<file path="src/rtl/filter_pkg.sv">
// Shared types and defaults for the sample filter stage.
package filter_pkg;

    localparam int DEFAULT_DATA_WIDTH = 16;

    typedef enum logic [1:0] {
        MODE_MUTE   = 2'd0,
        MODE_BYPASS = 2'd1,
        MODE_FIR    = 2'd2,
        MODE_IIR    = 2'd3
    } mode_e;

endpackage

</file>
<file path="src/rtl/moving_avg_core.sv">
// N-tap moving average: circular delay line, running sum, write pointer
// and fill counter. avg_o is the average including the sample on x_i, valid
// in the same cycle as valid_i, so the caller can register it alongside.
module moving_avg_core
    import filter_pkg::*;
#(
    parameter int DATA_WIDTH    = DEFAULT_DATA_WIDTH,
    parameter int FIR_TAPS_LOG2 = 3
) (
    input  logic                         clk_i,
    input  logic                         reset_ni,
    input  logic                         clear_i,
    input  logic                         valid_i,
    input  logic signed [DATA_WIDTH-1:0] x_i,
    output logic signed [DATA_WIDTH-1:0] avg_o,
    output logic                         full_o
);

    localparam int DEPTH = 1 << FIR_TAPS_LOG2;
    localparam int SUM_W = DATA_WIDTH + FIR_TAPS_LOG2;
    localparam logic [FIR_TAPS_LOG2:0] DEPTH_CNT = (FIR_TAPS_LOG2+1)'(DEPTH);

    logic signed [DATA_WIDTH-1:0] line_q [DEPTH];
    logic signed [DATA_WIDTH-1:0] line_d [DEPTH];
    logic signed [SUM_W-1:0]      sum_q, sum_d, sum_base, sum_new;
    logic [FIR_TAPS_LOG2-1:0]     ptr_q, ptr_d, ptr_base;
    logic [FIR_TAPS_LOG2:0]       fill_q, fill_d, fill_base;
    logic signed [DATA_WIDTH-1:0] old_x;

    // Next-state: a clear wipes the window first, then a same-cycle sample
    // is applied on top of the empty window.
    always_comb begin
        line_d    = line_q;
        sum_base  = sum_q;
        ptr_base  = ptr_q;
        fill_base = fill_q;
        old_x     = line_q[ptr_q];
        if (clear_i) begin
            for (int i = 0; i < DEPTH; i++) begin
                line_d[i] = '0;
            end
            sum_base  = '0;
            ptr_base  = '0;
            fill_base = '0;
            old_x     = '0;
        end
        sum_new = sum_base + SUM_W'(x_i) - SUM_W'(old_x);
        sum_d   = sum_base;
        ptr_d   = ptr_base;
        fill_d  = fill_base;
        if (valid_i) begin
            line_d[ptr_base] = x_i;
            sum_d            = sum_new;
            ptr_d            = ptr_base + FIR_TAPS_LOG2'(1);
            if (fill_base != DEPTH_CNT) begin
                fill_d = fill_base + (FIR_TAPS_LOG2+1)'(1);
            end
        end
        avg_o = DATA_WIDTH'(sum_new >>> FIR_TAPS_LOG2);
    end

    // Window state registers.
    always_ff @(posedge clk_i) begin
        if (!reset_ni) begin
            for (int i = 0; i < DEPTH; i++) begin
                line_q[i] <= '0;
            end
            sum_q  <= '0;
            ptr_q  <= '0;
            fill_q <= '0;
        end else begin
            line_q <= line_d;
            sum_q  <= sum_d;
            ptr_q  <= ptr_d;
            fill_q <= fill_d;
        end
    end

    assign full_o = (fill_q == DEPTH_CNT);

endmodule

</file>
<file path="src/rtl/sample_filter.sv">
// Sample processing stage: mute / bypass / moving-average / exponential
// smoothing, two-cycle fixed latency, one sample per cycle.
// Handshake: sample_valid_i is a one-cycle strobe with no back-pressure;
// each strobe produces exactly one sample_valid_o strobe two cycles later.
module sample_filter
    import filter_pkg::*;
#(
    parameter int DATA_WIDTH    = DEFAULT_DATA_WIDTH,
    parameter int FIR_TAPS_LOG2 = 3,
    parameter int IIR_SHIFT     = 4
) (
    input  logic                         clk_i,
    input  logic                         reset_ni,
    input  mode_e                        mode_i,
    input  logic                         sample_valid_i,
    input  logic signed [DATA_WIDTH-1:0] sample_i,
    output logic                         sample_valid_o,
    output logic signed [DATA_WIDTH-1:0] sample_o,
    output logic                         window_full_o
);

    mode_e                        mode_q, mode_d;
    logic                         clear;
    logic signed [DATA_WIDTH-1:0] fir_avg;

    logic signed [DATA_WIDTH-1:0] y_q, y_d, y_base, y_new;
    logic signed [DATA_WIDTH:0]   diff;

    logic                         s1_valid_q, s1_valid_d;
    mode_e                        s1_mode_q, s1_mode_d;
    logic signed [DATA_WIDTH-1:0] s1_x_q, s1_x_d;
    logic signed [DATA_WIDTH-1:0] s1_fir_q, s1_fir_d;
    logic signed [DATA_WIDTH-1:0] s1_iir_q, s1_iir_d;

    logic                         sample_valid_o_q, sample_valid_o_d;
    logic signed [DATA_WIDTH-1:0] sample_o_q, sample_o_d;

    moving_avg_core #(
        .DATA_WIDTH   (DATA_WIDTH),
        .FIR_TAPS_LOG2(FIR_TAPS_LOG2)
    ) u_moving_avg (
        .clk_i   (clk_i),
        .reset_ni(reset_ni),
        .clear_i (clear),
        .valid_i (sample_valid_i),
        .x_i     (sample_i),
        .avg_o   (fir_avg),
        .full_o  (window_full_o)
    );

    // Mode tracking, IIR update and stage-1 capture of candidate results.
    always_comb begin
        clear  = (mode_i != mode_q);
        mode_d = mode_i;

        y_base = clear ? '0 : y_q;
        diff   = (DATA_WIDTH+1)'(sample_i) - (DATA_WIDTH+1)'(y_base);
        y_new  = y_base + DATA_WIDTH'(diff >>> IIR_SHIFT);
        y_d    = sample_valid_i ? y_new : y_base;

        s1_valid_d = sample_valid_i;
        s1_mode_d  = s1_mode_q;
        s1_x_d     = s1_x_q;
        s1_fir_d   = s1_fir_q;
        s1_iir_d   = s1_iir_q;
        if (sample_valid_i) begin
            s1_mode_d = mode_i;
            s1_x_d    = sample_i;
            s1_fir_d  = fir_avg;
            s1_iir_d  = y_new;
        end
    end

    // Stage 2: pick the result for the mode the sample was captured with.
    always_comb begin
        sample_valid_o_d = s1_valid_q;
        sample_o_d       = sample_o_q;
        if (s1_valid_q) begin
            unique case (s1_mode_q)
                MODE_MUTE:   sample_o_d = '0;
                MODE_BYPASS: sample_o_d = s1_x_q;
                MODE_FIR:    sample_o_d = s1_fir_q;
                MODE_IIR:    sample_o_d = s1_iir_q;
                default:     sample_o_d = '0;
            endcase
        end
    end

    // Pipeline, mode and IIR state registers.
    always_ff @(posedge clk_i) begin
        if (!reset_ni) begin
            mode_q           <= MODE_MUTE;
            y_q              <= '0;
            s1_valid_q       <= 1'b0;
            s1_mode_q        <= MODE_MUTE;
            s1_x_q           <= '0;
            s1_fir_q         <= '0;
            s1_iir_q         <= '0;
            sample_valid_o_q <= 1'b0;
            sample_o_q       <= '0;
        end else begin
            mode_q           <= mode_d;
            y_q              <= y_d;
            s1_valid_q       <= s1_valid_d;
            s1_mode_q        <= s1_mode_d;
            s1_x_q           <= s1_x_d;
            s1_fir_q         <= s1_fir_d;
            s1_iir_q         <= s1_iir_d;
            sample_valid_o_q <= sample_valid_o_d;
            sample_o_q       <= sample_o_d;
        end
    end

    assign sample_valid_o = sample_valid_o_q;
    assign sample_o       = sample_o_q;

endmodule

</file>
<file path="config.mk">
export PLATFORM = sky130hd
export DESIGN_NAME = sample_filter
export DESIGN_NICKNAME = d
export VERILOG_FILES = /design/src/rtl/filter_pkg.sv /design/src/rtl/moving_avg_core.sv /design/src/rtl/sample_filter.sv
export SDC_FILE = /design/constraint.sdc
export NUM_CORES = 1
export LEC_CHECK = 0
export BUFFER_PORTS_ARGS = -buffer_cell sky130_fd_sc_hd__buf_4
export CORE_MARGIN = 2
export CORE_UTILIZATION = 40
export DETAILED_ROUTE_END_ITERATION = 8
export HOLD_SLACK_MARGIN = 0.08
export PLACE_DENSITY = 0.53
export SYNTH_ARGS = -nofsm -noshare
export SYNTH_HDL_FRONTEND = slang
export SYNTH_HIERARCHICAL = 1
export SYNTH_SLANG_ARGS = --single-unit
</file>
<file path="constraint.sdc">
create_clock -name clk_i -period 13.15 [get_ports clk_i]
set_input_delay 2.63 -clock clk_i [delete_from_list [all_inputs] [get_ports clk_i]]
set_output_delay 2.63 -clock clk_i [all_outputs]
set_load 0.005 [all_outputs]
</file>
# == Yosys cells after proc, flatten, opt, wreduce, memory -nomap -nowiden ==
# Cells that the tools add are included.
# classes
muxes,19
order_cmp,3
n_reduce_logical,2
multipliers,0
div_mod_pow,0
add_sub_neg,6
bitwise,2
n_eq_ne,6
shifts,0
# ops
op,n
$mux 128,2
$bwmux 128,1
$mux 16,6
$pmux 16 s4,1
$bmux 16 s3,1
$demux 16 s3,1
$mux 19,2
$add 19x16->19,1
$sub 19x16->19,1
$sub 16x16->17,1
$add 16x13->16,1
$mux 4,3
$ge 4x4->1 const B,2
$not 3->4,2
$mux 3,2
$add 4x1->4 const B,1
$eq 2x2->1 const B,2
$eq 4x4->1 const B,1
$lt 4x1->1 const B,1
$ne 4x4->1 const B,1
$add 3x1->3 const B,1
$eq 2x1->1 const B,1
$logic_not 2->1,1
$ne 2x2->1,1
$logic_and 1x1->1,1
# totals
latchBits,0
regBits,240
romBits,0
in_bits,21
wordCells,58
ram_bits,0
mem_count,0

# == Depth between registers and ports, before layout ==
# Gate-level depths: netlist of the first run.
# logic_depth
word_depth,9
mapped_depth,22

# == Modules after synthesis ==
# Netlist of the first run, hierarchy kept.
# by_module_without_submodules
mod,area_per_inst_um2,n_inst,cells_per_inst
moving_avg_core,9132.5,1,1026
sample_filter,4838.4,1,538

# == Worst setup path after synthesis of the first run ==
# No wires, ideal clock.
# synth_path
path_type,input to register
startpoint,in mode_i[1]
endpoint,reg s1_iir_q[15]
t_arrival_ps,6895
path_stages,22
required_ps,13020
n_path_buf,2
path_slack_ps,6124
path_cell_list,xor2_1 > nor2_1 > clkbuf_1 > nand2_1 > ha_1 > o21ai_0 > nand2b_1 > a31oi_1 > o31a_1 > o21a_1 > o21ai_0 > xnor2_1 > ha_1 > clkbuf_1 > a21oi_1 > nand2_1 > o31ai_1 > nor4_1 > a211oi_1 > xor2_1 > xnor2_1 > a21oi_1
# synth_via
elab_chain_len,4
# synth_lines
item,line,source
start: declaration,sample_filter.sv:14,"input mode_e mode_i,"
$ne 2x2->1 (*),sample_filter.sv:53,clear = (mode_i != mode_q);
$mux 16 (*),sample_filter.sv:56,y_base = clear ? '0 : y_q;
$sub 16x16->17,sample_filter.sv:57,diff = (DATA_WIDTH+1)'(sample_i) - (DATA_WIDTH+1)'(y_base);
$add 16x13->16 (*),sample_filter.sv:58,y_new = y_base + DATA_WIDTH'(diff >>> IIR_SHIFT);
end signal: assignment,sample_filter.sv:108,s1_iir_q <= s1_iir_d;
end: declaration,sample_filter.sv:33,"logic signed [DATA_WIDTH-1:0] s1_iir_q, s1_iir_d;"
# Every way passes the cells marked *; elsewhere a longest branch is shown, timed or not.
# A chain may end at the register's enable or synchronous reset.

# == Worst setup path after layout of the first run ==
# Same ends and word-level chain as after synthesis.

==> reports/summary.txt, run 1 <==
hold bufs inserted after CTS - 0
clock latency on the worst-skew pair - 0.55 ns
main combinational cell family by area after synthesis - simple AND/OR/NAND/NOR gates
Final #Nets - 1620
die extent in y - 191 µm
post-CTS setup buffer count - 0
Final Power - 0.00192 W
crit path time final - 7.08 ns
I/O pin cnt - 39
Fin Setup TNS - 0 ns
DRC - 0
Post-Synth XOR/XNOR Area - 2.82%
multiplexer area fraction after synthesis - 10.7%
total CTS buffers - 29
CTS tree - yes
1st-iter DRT viols - 649
largest net degree at the start of global routing - 137
chip width - 191 µm
Filler Cell Count - 3374
hold_ws - 0.439 ns
Syn. warnings - 6
compound-cell area share of the yosys netlist - 15.7%
gr usage total - 20.2%
Final WS setup - 6.07 ns
reg2reg setup slack - 7.97 ns
Fmax achieved - 141 MHz
WL/cell - 18.6 µm
relative max-transition margin - 21.6%
final wirelength - 37.2 mm
Worst EP required - 13.54 ns
Arr. time, crit path - 7.47 ns
Synth Area in Simple Gates - 23.0%
Slew @ Worst Pin - 1.17 ns
vias per cell - 5.36
Net Count, Synth - 1660
HP Class - reg2reg
Num Clock Sinks - 240
Initial Util - 40.5%
CP Max Fanout - 18
CTS resizes - 0
Adder-Cell Fraction of Synth Area - 7.74%
drt first pass iters - 5
clk buf depth - 3
library cells used by synthesis - 62
HPWL after DPL - 24.1 mm
synthesized area per cell - 8.93 µm²
Final Skew - 0.0143 ns
layout cells sized above 1 - 10.5%
Reg clk slew, reported paths - 0.06 ns
critical path capture point type - flip-flop
H-tree Lvls - 1
Diodes inserted - 0
total number of vias - 10700
maximum vdd drop - 92.1 µV
vias in the first global route - 10300
MaxCap Viol Count - 0
DP Worst Slack - 5.54 ns
Root Buffer - clkbuf_16
first-pass GRT wire length - 58.3 mm
final hold violations - 0
area delta synth->final - 10.2%
Post-synth EDFFs - 0
Top FF cell, synth - dfxtp_1
Core Rows - 68
Setup Crit Path Kind - in2reg
max-slew violation count - 0
Leak - 5.97 nW
RSZ-0062 raised after global routing - no
GP Congestion - 0.844
sequential area share after synthesis - 34.4%
Port Buffers - 38
Final Cycle Share - 53.9%
antenna-violating nets left - 0
Cell Area, Synth - 14000 µm²
die area - 36400 µm²
grt ovf - 0
count of final setup violators - 0
Gate Count Post-Synth - 1564
initial antenna violation count - 0
Yosys reg bits - 240
crit start category - primary input
Post-synth ARST share - 0%
outcome - finished, final reports clean
core area - 34500 µm²
PwrDens - 125 nW/µm²
worst max-delay path, cell delays in order:
cell and delay [ns]:
buf_4 0.12, xor2_1 0.16, nor2_1 0.10, buf_4 0.26, nand2_1 0.17, ha_1 0.22, nor3_1 0.23, nand4bb_1 0.14
a31oi_1 0.42, o31a_1 0.31, o21a_1 0.21, o21ai_0 0.11, xnor2_1 0.15, ha_1 0.40, a21oi_1 0.21, nand2_1 0.08
o31ai_1 0.57, nor4_1 0.12, a211oi_1 0.30, xor2_1 0.32, xnor2_1 0.16, a21oi_1 0.08
path summary, 6_finish.rpt:
| check | end | start | cells past startpoint |
|---|---|---|---|
| hold / removal | s1_iir_q[12] | s1_iir_q[12] | 2 |
| hold reg to reg | s1_iir_q[12] | s1_iir_q[12] | 2 |
| setup reg to reg | s1_fir_q[15] | mode_q[0] | 17 |
| setup / recovery | s1_iir_q[15] | mode_i[1] | 22 |
cell usage after synthesis (15+ instances only):
| cell type | n | share of area, % |
|---|---|---|
| nor2b_1 | 133 | 6.0 |
| a21boi_0 | 61 | 3.3 |
| dfxtp_1 | 240 | 34 |
| nor2_1 | 39 | 1.0 |
| xor2_1 | 17 | 1.1 |
| clkbuf_1 | 100 | 2.7 |
| nand2b_1 | 29 | 1.3 |
| nor3b_1 | 85 | 4.6 |
| and2_1 | 22 | 0.99 |
| o21ai_0 | 36 | 1.3 |
| nand2_1 | 144 | 3.9 |
| mux4_2 | 32 | 5.2 |
| mux2_2 | 16 | 1.3 |
| xnor2_1 | 28 | 1.8 |
| mux2i_1 | 57 | 4.1 |
| a21oi_1 | 121 | 4.3 |
| fa_1 | 19 | 2.7 |
| inv_1 | 82 | 2.2 |
| a22oi_1 | 15 | 0.81 |
| ha_1 | 56 | 5.0 |
| nand3b_1 | 57 | 3.1 |
| o211a_1 | 18 | 1.3 |
cell type report:
type | instances | area [µm²] | area share (%)
Sequential cell | 240 | 4810 | 31.2
Inverter | 82 | 310 | 2.02
Tap cell | 455 | 569 | 3.70
Multi-Input combinational cell | 1117 | 8390 | 54.5
Clock inverter | 8 | 46.3 | 0.301
Timing Repair Buffer | 54 | 409 | 2.66
Clock buffer | 44 | 862 | 5.60
registers in the layout (all words and copies together), names as in the netlist:
signal and count:
s1_iir_q 16, sample_o 16, s1_x_q 16, u_moving_avg/fill_q 4, s1_fir_q 16, sample_valid_o 1, u_moving_avg/line_q 128, s1_valid_q 1
mode_q 2, s1_mode_q 2, y_q 16, u_moving_avg/ptr_q 3, u_moving_avg/sum_q 19
metal layers:
layer / global-route usage (%) / vias up / routed length (µm)
met5: 0 / - / 0
met4: 4.26 / 0 / 575
met3: 2.37 / 31 / 1100
met2: 34.3 / 144 / 17500
met1: 27.7 / 5193 / 18000
li1: - / 5342 / -
layout by cell type (no fill, tap or decap), types with 8 or more instances in the layout:
cell type    n
a21boi_0    61
a21o_1      13
a21oi_1    121
a22oi_1     15
and2_1      22
buf_4       53
clkbuf_16   29
clkbuf_8     8
dfxtp_1    238
fa_1        19
ha_1        56
inv_1       81
mux2_2      16
mux2i_1     57
mux4_2      32
nand2_1    144
nand2b_1    29
nand3_1     13
nand3b_1    57
nor2_1      37
nor2b_1    133
nor3b_1     85
o211a_1     18
o21a_1      10
o21ai_0     36
o221ai_1     9
xnor2_1     28
xor2_1      17
cell families (layout without fill, tap and decap cells):
kind of cell	after synthesis	count (layout)
fa+ha+maj	75	75
xor+xnor	45	45
flops	240	240
buf+inv	207	188
compound gates	333	333
mux	107	107
simple gates	557	557
power by group:
part	internal, W	total (W)	switching, W
clock	0.000448	0.000761	0.000313
combinational	0.000154	0.000370	0.000216
sequential	0.000767	0.000790	0.0000231
total	0.00137	0.00192	0.000553
through the flow:
step                cells  util [%]  instance area, µm²
floorplan            1564         -               14000
global placement     1948      42.0               14500
detailed placement   1948      42.0               14500
CTS                  2000      44.7               15400
global route         2000      44.7               15400
finish               2000      44.7               15400
Power figures use the tool's default switching activity.
==> run 2: changes to the inputs <==
- clock period: 13.15 -> 6.6 ns (I/O delays scaled with it)
==> reports/summary.txt, run 2 (same netlist as run 1, synthesis figures left out) <==
outcome - finished, final reports clean (unchanged)
Setup Crit Path Kind - in2reg (unchanged)
Num Clock Sinks - 240 (unchanged)
vias in the first global route - 10400 (was 10300)
WL/cell - 18.6 µm (about the same)
I/O pin cnt - 39 (unchanged)
Filler Cell Count - 3401 (was 3374)
die area - 36400 µm² (unchanged)
post-CTS setup buffer count - 0 (unchanged)
Power Internal - 0.00281 W (was 0.00137 W)
reg2reg end - s1_iir_q[15] (was s1_fir_q[15])
Core Rows - 68 (unchanged)
grt ovf - 0 (unchanged)
count of final setup violators - 0 (unchanged)
Worst EP required - 6.99 ns (was 13.54 ns)
commonest non-fill, non-tap cell in the layout - dfxtp_1 (unchanged)
CTS tree - yes (unchanged)
Setup crit start - mode_i[1] (unchanged)
die extent in y - 191 µm (unchanged)
crit start category - primary input (unchanged)
relative max-transition margin - 20.1% (was 21.6%)
max reg flops - 128 (unchanged)
vias per cell - 5.37 (was 5.36)
1st-iter DRT viols - 528 (was 649)
Final Cycle Share - 85.0%
DRC - 0 (unchanged)
Arr. time, crit path - 6.00 ns (was 7.47 ns)
gr usage total - 20.4% (was 20.2%)
layout cells sized above 1 - 10.6% (was 10.5%)
Fin Setup TNS - 0 ns (unchanged)
core area - 34500 µm² (unchanged)
Reg clk slew, reported paths - 0.06 ns (about the same)
Diodes inserted - 0 (unchanged)
clock power share - 40.7% (was 39.6%)
HPWL after DPL - 24.7 mm (was 24.1 mm)
total number of vias - 10700 (about the same)
register with the most flip-flops - u_moving_avg/line_q (unchanged)
chip width - 191 µm (unchanged)
DP Worst Slack - 0.470 ns (was 5.54 ns)
most frequent cells in the layout - dfxtp_1 (238), nand2_1 (144), nor2b_1 (133) (unchanged)
HP Class - reg2reg (unchanged)
hold bufs inserted after CTS - 0 (unchanged)
clk buf depth - 3 (unchanged)
drt first pass iters - 5 (unchanged)
CP max-delay cell - o31ai_1 (unchanged)
crit path time final - 5.61 ns
initial antenna violation count - 0 (unchanged)
Reg power frac - 40.3% (was 41.1%)
CP Capture Point - s1_iir_q[15] (unchanged)
max-slew violation count - 0 (unchanged)
reg2reg start - mode_q[0] (unchanged)
CP cell instances - buf_4 -> xor2_1 -> nor2_1 -> buf_4 -> nand2_1 -> ha_1 -> a21oi_1 -> nor2_1 -> a211oi_1 -> o31a_1 -> o21a_1 -> o21ai_0 -> xnor2_1 -> ha_1 -> a21oi_1 -> nand2_1 -> o31ai_1 -> nor4_1 -> a211oi_1 -> xor2_1 -> xnor2_1 -> a21oi_1 (was buf_4 -> xor2_1 -> nor2_1 -> buf_4 -> nand2_1 -> ha_1 -> nor3_1 -> nand4bb_1 -> a31oi_1 -> o31a_1 -> o21a_1 -> o21ai_0 -> xnor2_1 -> ha_1 -> a21oi_1 -> nand2_1 -> o31ai_1 -> nor4_1 -> a211oi_1 -> xor2_1 -> xnor2_1 -> a21oi_1)
total CTS buffers - 28 (was 29)
hold_ws - 0.452 ns (was 0.439 ns)
maximum vdd drop - 178 µV (was 92.1 µV)
Fmax achieved - 178 MHz
area delta synth->final - 10.7% (was 10.2%)
first-pass GRT wire length - 58.7 mm (was 58.3 mm)
final hold violations - 0 (unchanged)
Leak - 6.00 nW (was 5.97 nW)
CTS resizes - 0 (unchanged)
Initial Util - 40.5% (unchanged)
Worst R2R Path Depth - 21 (was 17)
final core utilization - 44.9% (was 44.7%)
Slew @ Worst Pin - 1.20 ns (was 1.17 ns)
Final #Nets - 1623 (was 1620)
PwrDens - 253 nW/µm² (was 125 nW/µm²)
clock latency on the worst-skew pair - 0.55 ns (about the same)
CP Max Fanout - 14 (was 18)
H-tree Lvls - 1 (unchanged)
RSZ-0062 raised after global routing - no (unchanged)
Final WS setup - 0.989 ns (was 6.07 ns)
P_sw - 0.00111 W (was 0.000553 W)
Logic pwr share - 19.0% (was 19.3%)
antenna-violating nets left - 0 (unchanged)
Sw Share - 28.2% (was 28.8%)
critical path's largest stage delay - 0.53 ns (was 0.57 ns)
MaxCap Viol Count - 0 (unchanged)
Final Skew - 0.0113 ns (was 0.0143 ns)
final wirelength - 37.2 mm (about the same)
GP Congestion - 0.835 (was 0.844)
biggest regs - u_moving_avg/line_q (128), u_moving_avg/sum_q (19) (unchanged)
largest net degree at the start of global routing - 110 (was 137)
reg2reg setup slack - 1.60 ns (was 7.97 ns)
critical path capture point type - flip-flop (unchanged)
Root Buffer - clkbuf_16 (unchanged)
CP most frequent cell - a21oi_1
Port Buffers - 38 (unchanged)
## run 2: cell count changes in the layout (fill, tap and decap cells not counted), sizes merged
cell / change
inv: -1
bufinv: +3
clkbuf: -4
clkinv: -1
buf: +4
## run 2: layout make-up
class | instances | area [µm²] | share of cell area (%)
multi-input cells | 1117 | 8390 | 54.2
flip-flops and latches | 240 | 4810 | 31.1
clock buffers | 40 | 817 | 5.28
well taps | 455 | 569 | 3.68
repair buffers | 58 | 452 | 2.92
inverters | 82 | 310 | 2.01
clock inverters | 9 | 123 | 0.793
## run 2: layer usage
metal,global-route usage [%],share of wire (%)
met1,27.8,48
met5,0,0
met2,34.2,47
met4,5.61,2.2
met3,2.24,3.1
## run 2: power groups by stage
stage               logic (W)  clock network (W)  registers (W)
global placement     0.000739                  0        0.00161
finish               0.000744            0.00159        0.00158
global route         0.000832            0.00170        0.00158
detailed placement   0.000744                  0        0.00161
CTS                  0.000747            0.00163        0.00158
floorplan            0.000565                  0        0.00158
## run 2: worst min path at each step
stage / cells after the start / start / endpoint / slack [ns]
floorplan: 2 / s1_iir_q[12] / s1_iir_q[12] / 0.42
global placement: 1 / s1_iir_q[6] / s1_iir_q[6] / 0.44
detailed placement: 1 / s1_iir_q[6] / s1_iir_q[6] / 0.44
CTS: 2 / s1_iir_q[12] / s1_iir_q[12] / 0.45
global route: 2 / s1_iir_q[12] / s1_iir_q[12] / 0.46
finish: 1 / s1_iir_q[6] / s1_iir_q[6] / 0.45
## run 2: worst max-delay path: cells and delay by family
kind / cells / cell delay (ns)
compound gates: 9 / 2.05
buf+inv: 2 / 0.42
fa+ha+maj: 2 / 0.74
xor+xnor: 4 / 0.76
simple gates: 5 / 0.68
## run 2: metrics by stage
step	instances	power (W)	cell area, µm²
final	2001	0.00391	15500
after global routing	2001	0.00411	15500
after CTS	2001	0.00396	15500
after detailed placement	1952	0.00235	14500
after global placement	1952	0.00235	14500
after floorplan	1564	0.00215	14000
==> run 3: changes to the inputs <==
- CTS_BUF_LIST: unset -> sky130_fd_sc_hd__clkbuf_4 sky130_fd_sc_hd__clkbuf_8
- SETUP_SLACK_MARGIN: unset -> 0.05
==> reports/summary.txt, run 3 (same netlist as run 1, synthesis figures left out) <==
outcome - finished, final reports clean (unchanged)
clock power share - 41.4% (was 40.7%)
first-pass GRT wire length - 59.1 mm (was 58.7 mm)
Leak - 6.09 nW (was 6.00 nW)
Setup Crit Path Kind - in2reg (unchanged)
HPWL after DPL - 24.7 mm (unchanged)
drt first pass iters - 5 (unchanged)
Slew @ Worst Pin - 1.22 ns (was 1.20 ns)
commonest non-fill, non-tap cell in the layout - dfxtp_1 (unchanged)
multi-input logic area - 8390 µm² (unchanged)
P_sw - 0.00115 W (was 0.00111 W)
gr usage total - 20.6% (was 20.4%)
Logic pwr share - 18.8% (was 19.0%)
CP cell instances - buf_4 -> xor2_1 -> nor2_1 -> buf_4 -> nand2_1 -> ha_1 -> a21oi_1 -> nor2_1 -> a211oi_1 -> o31a_1 -> o21a_1 -> o21ai_0 -> xnor2_1 -> ha_1 -> a21oi_1 -> nand2_1 -> o31ai_1 -> nor4_1 -> a211oi_1 -> xor2_1 -> xnor2_1 -> a21oi_1 (unchanged)
PwrDens - 254 nW/µm² (was 253 nW/µm²)
reg2reg setup slack - 1.63 ns (was 1.60 ns)
area delta synth->final - 11.4% (was 10.7%)
Reg clk slew, reported paths - 0.06 ns (about the same)
total CTS buffers - 46 (was 28)
CP max-delay cell - o31ai_1 (unchanged)
CP Max Fanout - 14 (unchanged)
crit start category - primary input (unchanged)
HP Class - reg2reg (unchanged)
hold_ws - 0.450 ns (was 0.452 ns)
max reg flops - 128 (unchanged)
die extent in y - 191 µm (unchanged)
I/O pin cnt - 39 (unchanged)
Arr. time, crit path - 5.99 ns (was 6.00 ns)
total number of vias - 10800 (was 10700)
layout cells sized above 1 - 12.9% (was 10.6%)
Initial Util - 40.5% (unchanged)
WL/cell - 18.5 µm (was 18.6 µm)
GP Congestion - 0.835 (unchanged)
cell family with most CP delay - compound AO/OA/AOI/OAI gates (unchanged)
Fin Setup TNS - 0 ns (unchanged)
count of final setup violators - 0 (unchanged)
Reg power frac - 39.8% (was 40.3%)
1st-iter DRT viols - 585 (was 528)
Final Skew - 0.0529 ns (was 0.0113 ns)
most frequent cells in the layout - dfxtp_1 (238), nand2_1 (144), nor2b_1 (133) (unchanged)
final hold violations - 0 (unchanged)
register with the most flip-flops - u_moving_avg/line_q (unchanged)
largest net degree at the start of global routing - 110 (unchanged)
CTS tree - yes (unchanged)
antenna-violating nets left - 0 (unchanged)
clock latency on the worst-skew pair - 0.61 ns (was 0.55 ns)
vias per cell - 5.33 (was 5.37)
H-tree Lvls - 2 (was 1)
max-slew violation count - 0 (unchanged)
Filler Cell Count - 3409 (was 3401)
final wirelength - 37.5 mm (was 37.2 mm)
critical path capture point type - flip-flop (unchanged)
Port Buffers - 38 (unchanged)
crit path time final - 5.54 ns (was 5.61 ns)
die area - 36400 µm² (unchanged)
Seq. cell area - 4810 µm² (unchanged)
Worst Path Buf+Inv - 2 (unchanged)
maximum vdd drop - 127 µV (was 178 µV)
core area - 34500 µm² (unchanged)
hold bufs inserted after CTS - 0 (unchanged)
CTS resizes - 0 (unchanged)
Final #Nets - 1641 (was 1623)
Root Buffer - clkbuf_8 (was clkbuf_16)
vias in the first global route - 10500 (was 10400)
RSZ-0062 raised after global routing - no (unchanged)
biggest regs - u_moving_avg/line_q (128), u_moving_avg/sum_q (19) (unchanged)
DRC - 0 (unchanged)
Power Internal - 0.00281 W (about the same)
Num Clock Sinks - 240 (unchanged)
Sw Share - 29.1% (was 28.2%)
Diodes inserted - 0 (unchanged)
chip width - 191 µm (unchanged)
post-CTS setup buffer count - 0 (unchanged)
relative max-transition margin - 18.4% (was 20.1%)
grt ovf - 0 (unchanged)
Final Cycle Share - 84.0% (was 85.0%)
critical path's largest stage delay - 0.53 ns (about the same)
MaxCap Viol Count - 0 (unchanged)
Fmax achieved - 180 MHz (was 178 MHz)
clk buf depth - 3 (unchanged)
Worst EP required - 7.05 ns (was 6.99 ns)
initial antenna violation count - 0 (unchanged)
CP most frequent cell - a21oi_1 (unchanged)
Core Rows - 68 (unchanged)
## run 3: changes by cell type in the layout (fill, tap and decap cells not counted), sizes merged
cell    before  now
clkinv       5    4
inv         82   83
bufinv       3    2
clkbuf      40   74
## run 3: layout make-up
class	count	share of cell area (%)
Multi-Input combinational cell	1117	53.9
Clock buffer	74	5.94
Inverter	82	1.99
Clock inverter	8	0.707
Tap cell	455	3.66
Timing Repair Buffer	58	2.90
Sequential cell	240	30.9
## run 3: layer usage
metal  up-vias  global-route usage (%)  routed length (µm)
li1       5392                       -                   -
met4         0                    6.38                 980
met1      5205                    27.6               17700
met3        61                    3.27                1480
met5         -                       0                   0
met2       185                    34.1               17400
## run 3: final timing paths
path / from / end / depth (start not counted)
min reg2reg: s1_iir_q[6] / s1_iir_q[6] / 1
max reg2reg: mode_q[0] / s1_iir_q[15] / 21
min: s1_iir_q[6] / s1_iir_q[6] / 1
max: mode_i[1] / s1_iir_q[15] / 22
## run 3: power groups by stage
stage	clock network, W	registers (W)	logic (W)
2_1_floorplan	0	0.00158	0.000565
3_3_place_gp	0	0.00161	0.000739
3_5_place_dp	0	0.00161	0.000744
4_1_cts	0.00168	0.00158	0.000748
5_1_grt	0.00175	0.00159	0.000832
6_report	0.00164	0.00158	0.000743
## run 3: metrics by stage
stage	setup slack [ns]	cells	util, %	total power (W)	instance area (µm²)
final	1.06	2034	45.2	0.00396	15600
after global routing	0.529	2034	45.2	0.00416	15600
after CTS	1.09	2034	45.2	0.00401	15600
after detailed placement	0.470	1952	42.2	0.00235	14500
after global placement	0.564	1952	42.2	0.00235	14500
after floorplan	0.884	1564	-	0.00215	14000
## run 3: worst register-to-register path: stages, from the launching register on
cell and delay, ns:
dfxtp_1 0.31, xor2_1 0.15, nor2_1 0.25, buf_4 0.30, nand2_1 0.14, ha_1 0.34
a21oi_1 0.19, nor2_1 0.07, a211oi_1 0.21, o31a_1 0.26, o21a_1 0.20, o21ai_0 0.10
xnor2_1 0.15, ha_1 0.40, a21oi_1 0.21, nand2_1 0.09, o31ai_1 0.53, nor4_1 0.11
a211oi_1 0.27, xor2_1 0.29, xnor2_1 0.16, a21oi_1 0.08
